--- src/rtl/v_lane_sequencer.sv ---
// rtl/v_lane_sequencer.sv - issue sequencer strip-mining an LMUL group over the vector lane groups
module v_lane_sequencer #(
    parameter int LAT = 1
) (
    input  logic       clk,
    input  logic       nrst,
    input  logic       start,
    input  logic [1:0] lmul,
    input  logic [1:0] lanes,
    input  logic       hold,
    output logic       busy,
    output logic       issue_valid,
    output logic [1:0] pass_idx,
    output logic [3:0] grp_en,
    output logic [7:0] op_sel,
    output logic [3:0] wr_en,
    output logic       done,
    output logic       err
);

    typedef enum logic [1:0] {S_IDLE, S_ISSUE, S_DRAIN} state_t;

    state_t     state;
    logic [1:0] lmul_q;
    logic [1:0] lanes_q;
    logic [1:0] pcnt;
    logic [2:0] dcnt;
    logic       iv_q;
    logic [3:0] grp_q;
    logic [7:0] op_q;
    logic [3:0] cm_q;
    logic       done_q;
    logic       err_q;
    logic [3:0] pipe [0:LAT-1];

    // {chunk mask, group mask, op_sel} for pass p; group k is active while p*G+k < N
    function automatic logic [15:0] map_pass(logic [1:0] p, logic [1:0] lm, logic [1:0] ln);
        logic [3:0] g_m;
        logic [3:0] c_m;
        logic [7:0] o;
        int n;
        int g;
        int idx;
        n   = 1 << lm;
        g   = 1 << ln;
        g_m = '0;
        c_m = '0;
        o   = '0;
        for (int k = 0; k < 4; k++) begin
            idx = int'(p) * g + k;
            if (k < g && idx < n) begin
                g_m[k]       = 1'b1;
                c_m[idx[1:0]] = 1'b1;
                o[2*k +: 2]  = idx[1:0];
            end
        end
        return {c_m, g_m, o};
    endfunction

    function automatic logic [1:0] last_pass(logic [1:0] lm, logic [1:0] ln);
        logic [2:0] np;
        np = (lm > ln) ? (3'd1 << (lm - ln)) : 3'd1;
        return 2'(np - 3'd1);
    endfunction

    always_ff @(posedge clk) begin
        if (!nrst) begin
            state   <= S_IDLE;
            lmul_q  <= '0;
            lanes_q <= '0;
            pcnt    <= '0;
            dcnt    <= '0;
            iv_q    <= 1'b0;
            grp_q   <= '0;
            op_q    <= '0;
            cm_q    <= '0;
            done_q  <= 1'b0;
            err_q   <= 1'b0;
            for (int i = 0; i < LAT; i++) pipe[i] <= '0;
        end else begin
            err_q <= 1'b0;
            if (!hold) begin
                pipe[0] <= iv_q ? cm_q : 4'b0;
                for (int i = 1; i < LAT; i++) pipe[i] <= pipe[i-1];
                case (state)
                    S_IDLE: begin
                        if (start) begin
                            if (lmul == 2'b11 || lanes == 2'b11) begin
                                err_q <= 1'b1;
                            end else begin
                                lmul_q  <= lmul;
                                lanes_q <= lanes;
                                state   <= S_ISSUE;
                                pcnt    <= '0;
                                iv_q    <= 1'b1;
                                {cm_q, grp_q, op_q} <= map_pass(2'd0, lmul, lanes);
                            end
                        end
                    end
                    S_ISSUE: begin
                        if (pcnt == last_pass(lmul_q, lanes_q)) begin
                            state  <= S_DRAIN;
                            dcnt   <= 3'd1;
                            done_q <= (LAT == 1);
                            pcnt   <= '0;
                            iv_q   <= 1'b0;
                            grp_q  <= '0;
                            op_q   <= '0;
                            cm_q   <= '0;
                        end else begin
                            pcnt <= pcnt + 2'd1;
                            {cm_q, grp_q, op_q} <= map_pass(pcnt + 2'd1, lmul_q, lanes_q);
                        end
                    end
                    S_DRAIN: begin
                        if (dcnt == 3'(LAT)) begin
                            state  <= S_IDLE;
                            done_q <= 1'b0;
                        end else begin
                            dcnt   <= dcnt + 3'd1;
                            done_q <= ((dcnt + 3'd1) == 3'(LAT));
                        end
                    end
                    default: state <= S_IDLE;
                endcase
            end
        end
    end

    // hold masks the strobes combinationally so the frozen state replays intact afterwards
    assign busy        = (state != S_IDLE);
    assign issue_valid = iv_q & ~hold;
    assign pass_idx    = pcnt;
    assign grp_en      = hold ? 4'b0 : grp_q;
    assign op_sel      = op_q;
    assign wr_en       = hold ? 4'b0 : pipe[LAT-1];
    assign done        = done_q & ~hold;
    assign err         = err_q;

endmodule

--- config.mk ---
export PLATFORM = sky130hd
export DESIGN_NAME = v_lane_sequencer
export DESIGN_NICKNAME = d
export VERILOG_FILES = /design/src/rtl/v_lane_sequencer.sv
export SDC_FILE = /design/constraint.sdc
export NUM_CORES = 1
export LEC_CHECK = 0
export ABC_AREA = 1
export BUFFER_PORTS_ARGS = -buffer_cell sky130_fd_sc_hd__buf_2
export CAP_MARGIN = 20
export CORE_ASPECT_RATIO = 0.5
export CORE_MARGIN = 5
export CORE_UTILIZATION = 59
export DETAILED_ROUTE_END_ITERATION = 10
export GPL_TIMING_DRIVEN = 0
export PLACE_DENSITY = 0.8
export SYNTH_ARGS = -nofsm -noshare
export SYNTH_HDL_FRONTEND = slang
export SYNTH_SLANG_ARGS = --single-unit
--- constraint.sdc ---
create_clock -name clk -period 4.3 [get_ports clk]
set_clock_uncertainty 0.2 [all_clocks]
set_input_delay 0 -clock clk [delete_from_list [all_inputs] [get_ports clk]]
set_output_delay 0 -clock clk [all_outputs]
set_load 0.01 [all_outputs]
==> reports/metrics.csv, run 1 <==
metric;value;unit
hold_depth;2;
worst_pin_slew;0.466;ns
synth_nets;420;
drtIter0Drc;157;
critical_path_arrival;3.90;ns
final_antenna_net_count;0;
power_switching;0.727;mW
fin_nets;464;
p_per_area;532;nW/um^2
synth.area.top_cells;dfxtp_1 (23%), ha_1 (15%), nand2_1 (11%), inv_1 (7.8%), a21oi_1 (5.7%);
cts_tree;built;
wl;6770;um
syn_area_per_cell;6.97;sq um
hold_ws;0.234;ns
grt_pass1_vias;2530;
r2r_cells;18;
area_delta_synth_final;16.9;%
cts-buffers-inserted;5;
n_antenna_cell;0;
io-pin-count;30;
ys_top_cells_by_count;nand2_1 (75), inv_1 (55), nor2_1 (38);
setup_violations;0;
drv_slew;0;
coreArea;4360;sq um
fp-row-count;17;
die_h;57.3;um
synth_ff_type;dfxtp_1;
start_util;60.4;%
ys_seq_area_share;27.4;%
synthCells;378;
numClockSinks;34;
hold_viol;0;
fin_cells;480;
intPower;0.911;mW
drcViolationCount;0;
clkLatencyLatePin;0.29;ns
root_buffer;clkbuf_8;
peakVddDrop;251;uV
die_x;105;um
rsz0062_at_grt;false;
drive_gt1_share;17.5;%
yosysTopAreaCell;dfxtp_1;
max_slew_margin;68.7;%
path_clk_slew;0.07;ns
min_period_over_period;90.3;%
cp-start-kind;flop;
fmax;257;MHz
required;4.32;ns
synthArstFlopShare;0;%
port_buffers;28;
grtUsageTotal;23.7;%
place.gp.congestion;0.889;
path_class;flop to flop;
swShare;44.4;%
ys_types;37;
synth-edff-count;4;
min_period;3.88;ns
post-synth-top-count-cell;nand2_1;
drt-pass1-iter-count;4;
leakage;1.47;nW
grt_overflow_total;0;
die_area;5980;sq um
grt_pass1_wl;11600;um
cts_setup_buffers;0;
p_comb_share;51.8;%
netlist_area;2640;sq um
path_max_fanout;8;
dp_hpwl;5090;um
p_clk_share;22.6;%
grt_max_degree;12;
status;completed;
drv_cap;0;
post-place-ws;0.509;ns
fill_cells;375;
vias;2600;
wire_per_inst;14.1;um
avgViaCountPerCell;5.42;
worst_slack;0.416;ns
power.share.sequential;25.7;%
cts_buffer_depth;2;
antenna_found_initial;0;
totalNegativeSetupSlack;0;ns
htreeDepth;2;
cp-end-kind;flop;
synth.ff_latch_count;34;
yosysTopAreaCellShare;22.8;%
yosys_warnings;0;
hold_path_class;flop to flop;
dpl.cell_count;463;
sequential cells by signal, indices dropped and copies added, names as in the netlist:
| signal | cells |
|---|---|
| op_sel | 8 |
| cm_q | 4 |
| grp_q | 4 |
| pipe | 4 |
| dcnt | 3 |
| lanes_q | 2 |
| lmul_q | 2 |
| pass_idx | 2 |
| state | 2 |
| done_q | 1 |
| err | 1 |
| iv_q | 1 |
cell families after synthesis:
logic type / synth area share [%]
flip-flops: 27.4
buffers and inverters: 10.8
AND/OR/NAND/NOR: 29.7
XOR/XNOR: 1.99
adder cells (fa/ha/maj): 16.7
AO/OA/AOI/OAI: 13.4
worst max-delay path, stage by stage (launching register included):
cell     delay, ns
dfxtp_1       0.32
buf_2         0.18
xnor2_1       0.41
nor3_1        0.10
ha_1          0.29
ha_1          0.21
inv_1         0.07
fa_1          0.52
xnor2_1       0.20
nor2_1        0.10
a21oi_1       0.05
ha_1          0.19
nor2_1        0.12
nand2_1       0.08
nor2_2        0.15
nand3_1       0.16
nor2_1        0.20
o21ai_1       0.12
a21oi_1       0.15
path summary, 6_finish.rpt:
check	slack (ns)	end	start
max	0.42	op_sel[2]	pass_idx[0]
max reg2reg	0.42	op_sel[2]	pass_idx[0]
min	0.23	op_sel[4]	op_sel[4]
min reg2reg	0.23	op_sel[4]	op_sel[4]
power groups by stage:
stage / logic [mW] / registers [mW] / clock network (mW)
after floorplan: 0.633 / 0.421 / 0
after global placement: 0.809 / 0.423 / 0
after detailed placement: 0.828 / 0.426 / 0
after CTS: 0.843 / 0.419 / 0.371
after global routing: 0.972 / 0.426 / 0.390
final: 0.848 / 0.420 / 0.370
layout make-up:
| type | count | area [sq um] | area share (%) |
|---|---|---|---|
| multi-input combinational | 272 | 1630 | 52.9 |
| clock buffer | 6 | 82.6 | 2.68 |
| inverter | 65 | 245 | 7.96 |
| timing repair buffer | 37 | 230 | 7.48 |
| tap | 57 | 71.3 | 2.32 |
| buffer | 7 | 40.0 | 1.30 |
| sequential | 34 | 721 | 23.4 |
| clock inverter | 2 | 60.1 | 1.95 |
stage by stage:
stage	total power, mW	area, sq um	util [%]
floorplan	1.05	2640	-
global placement	1.23	2850	65.3
detailed placement	1.25	2850	65.3
CTS	1.63	3080	70.6
global route	1.79	3080	70.6
finish	1.64	3080	70.6
layer usage:
metal | routed length [um] | vias to the layer above | track usage [%]
li1 | - | 1309 | -
met1 | 2970 | 1174 | 30.4
met2 | 3120 | 91 | 41.1
met3 | 473 | 26 | 4.18
met4 | 201 | 0 | 7.75
met5 | 0 | - | 0
layout by cell type, fill, tap and decap left out, types with 2 or more instances in the layout:
cell type	synthesis	final
clkbuf_8	0	6
a31oi_1	2	2
edfxtp_1	4	4
nor2_2	6	6
fa_1	2	2
nand3_1	17	17
xnor2_1	3	3
a221oi_1	2	2
a21oi_2	3	3
inv_2	9	9
xor2_1	3	3
o21ai_0	8	8
nor2_1	38	38
nand3_2	2	2
buf_2	2	30
inv_1	55	55
nand2_2	4	4
bufinv_16	0	2
nand2_1	75	75
dfxtp_1	30	30
clkbuf_1	2	2
nor3_1	10	10
a211oi_1	2	2
nor2_4	5	5
nand4_1	8	8
a21oi_1	30	30
dlygate4sd3_1	0	9
o21ai_1	13	13
ha_1	32	32
what timing repair did:
action                                 in CTS  in global routing
gates resized for setup                     0                  0
hold buffers                                9                  0
endpoints found under the hold margin      11                  0
(Power assumes the default switching activity.)
==> run 2, diff against run 1 <==
REMOVE_ABC_BUFFERS = 1   (was default)
clock period = 4.31 ns   (was 4.3 ns; I/O delays follow)
==> reports/metrics.csv, run 2 (synthesis results as in run 1) <==
metric;value;unit;change
r2r_setup_slack;0.49;ns;was 0.42 ns
area_delta_synth_final;14.8;%;was 16.9%
wl;6170;um;was 6770 um
layout.cells.most_common_list;nand2_1 (75), inv_1 (55), nor2_1 (38);;unchanged
hold_depth;4;;was 2
hold_path_class;input port to flop;;was flop to flop
cp-end-kind;flop;;unchanged
min_period;3.82;ns;was 3.88 ns
cp-start-kind;flop;;unchanged
p_per_area;515;nW/um^2;was 532 nW/um^2
clkLatencyLatePin;0.29;ns;about the same
root_buffer;clkbuf_8;;unchanged
fill_cells;357;;was 375
die_x;105;um;unchanged
worst_slack;0.487;ns;was 0.416 ns
slowest_delay;0.51;ns;was 0.52 ns
path_max_fanout;9;;was 8
largest_reg_flops;8;;unchanged
htreeDepth;2;;unchanged
crit_path_frequent_cell;ha_1;;
fp-row-count;17;;unchanged
critical_path_arrival;3.84;ns;was 3.90 ns
grt_pass1_wl;10700;um;was 11,600 um
status;completed;;unchanged
n_antenna_cell;0;;unchanged
io-pin-count;30;;unchanged
numClockSinks;34;;unchanged
power.share.sequential;27.0;%;was 25.7%
worst_pin_slew;0.527;ns;was 0.466 ns
path_clk_slew;0.07;ns;about the same
coreArea;4360;sq um;unchanged
worstPathCellList;xnor2_1 -> nor3_1 -> ha_1 -> ha_1 -> inv_1 -> fa_1 -> xnor2_1 -> nor2_1 -> a21oi_1 -> ha_1 -> nor2_1 -> nand2_1 -> nor2_2 -> nand3_1 -> o21ai_1 -> o21ai_0 -> a21oi_1;;was buf_2 -> xnor2_1 -> nor3_1 -> ha_1 -> ha_1 -> inv_1 -> fa_1 -> xnor2_1 -> nor2_1 -> a21oi_1 -> ha_1 -> nor2_1 -> nand2_1 -> nor2_2 -> nand3_1 -> nor2_1 -> o21ai_1 -> a21oi_1
power_switching;0.727;mW;about the same
setup_violations;0;;unchanged
r2r_cells;17;;was 18
fmax;262;MHz;was 257 MHz
hp-start;hold;;was op_sel[4]
required;4.33;ns;was 4.32 ns
highest-signal-layer;met4;;unchanged
grtUsageTotal;21.5;%;was 23.7%
slowest_stage;fa_1;;unchanged
rsz0062_at_grt;false;;unchanged
design_area;3030;sq um;was 3080 sq um
antenna_found_initial;0;;unchanged
intPower;0.830;mW;was 0.911 mW
p_clk_share;19.3;%;was 22.6%
die_h;57.3;um;unchanged
cts_buffer_depth;2;;unchanged
path_class;flop to flop;;unchanged
hold_viol;0;;unchanged
rr_endpoint;cm_q[3];;was op_sel[2]
vias;2540;;was 2,600
leakage;1.44;nW;was 1.47 nW
port_buffers;29;;was 28
grt_overflow_total;0;;unchanged
cts_tree;built;;unchanged
max_slew_margin;64.9;%;was 68.7%
grt_max_degree;18;;was 12
swShare;46.7;%;was 44.4%
final_antenna_net_count;0;;unchanged
wire_per_inst;13.0;um;was 14.1 um
die_area;5980;sq um;unchanged
drive_gt1_share;17.0;%;was 17.5%
place.gp.congestion;0.890;;was 0.889
cts-buffers-inserted;5;;unchanged
grt_pass1_vias;2327;;was 2,530
r2r-start;pass_idx[0];;unchanged
place_area;2810;sq um;was 2850 sq um
p_comb_share;53.7;%;was 51.8%
drt-pass1-iter-count;4;;unchanged
final_common_cell;nand2_1;;unchanged
wl_met1;2970;um;about the same
totalNegativeSetupSlack;0;ns;unchanged
drtIter0Drc;263;;was 157
start_util;60.4;%;unchanged
wl_met3;317;um;was 473 um
dp_hpwl;4680;um;was 5090 um
post-place-ws;0.623;ns;was 0.509 ns
drcViolationCount;0;;unchanged
wl_met2;2790;um;was 3120 um
drv_cap;0;;unchanged
hold_end;done_q;;was op_sel[4]
avgViaCountPerCell;5.35;;was 5.42
drv_slew;0;;unchanged
startpoint;pass_idx[0];;unchanged
fin_nets;459;;was 464
power;1.56;mW;was 1.64 mW
min_period_over_period;88.7;%;was 90.3%
final_core_util;69.4;%;was 70.6%
peakVddDrop;320;uV;was 251 uV
-- run 2: area by class of cell --
cell class              count  area, sq um  area share, %
multi-input cells         272         1630           53.8
flip-flops and latches     34          721           23.8
repair buffers             39          245           8.11
inverters                  65          245           8.11
well taps                  57         71.3           2.36
clock buffers               5         68.8           2.27
clock inverters             3         45.0           1.49
-- run 2: worst max path at each step --
stage                endpoint  slack, ns  depth (start not counted)
finish                cm_q[3]       0.49                         17
detailed placement    cm_q[3]       0.62                         17
global route         grp_q[1]       0.17                         17
CTS                  grp_q[1]       0.57                         17
global placement    op_sel[2]       0.67                         17
floorplan            grp_q[1]       1.01                         17
-- run 2: routing by layer --
layer / vias up / GRT usage (%)
met4: 0 / 5.90
met3: 10 / 4.29
met1: 1163 / 29.6
li1: 1301 / -
met2: 66 / 34.5
met5: - / 0
-- run 2: worst max-delay path, delay by kind of cell, from the launching register on --
kind / cells / cell delay, ns
buffers and inverters: 1 / 0.07
DFF: 1 / 0.42
adders and majority gates: 4 / 1.21
xor gates and xnor gates: 2 / 0.66
and+or+nand+nor: 6 / 0.71
AOI/OAI and AO/OA: 4 / 0.49
-- run 2: power by group through the flow --
stage | clock, mW | sequential, mW | combinational, mW
3_5_place_dp | 0 | 0.426 | 0.805
6_report | 0.301 | 0.421 | 0.836
4_1_cts | 0.301 | 0.420 | 0.821
3_3_place_gp | 0 | 0.424 | 0.776
5_1_grt | 0.317 | 0.428 | 0.954
2_1_floorplan | 0 | 0.421 | 0.617
-- run 2: repair_timing --
| action | in CTS | in global routing |
|---|---|---|
| endpoints found under the setup margin | 0 | 0 |
| buffers inserted | 0 | 0 |
| endpoints found under the hold margin | 15 | 0 |
| resized for setup | 0 | 0 |
| hold buffers | 10 | 0 |
-- run 2: through the flow --
step	cells	hold WS, ns
after floorplan	371	-0.152
after global placement	457	0.118
after detailed placement	457	0.122
after CTS	475	0.0287
after global routing	475	0.0861
final	475	0.0285
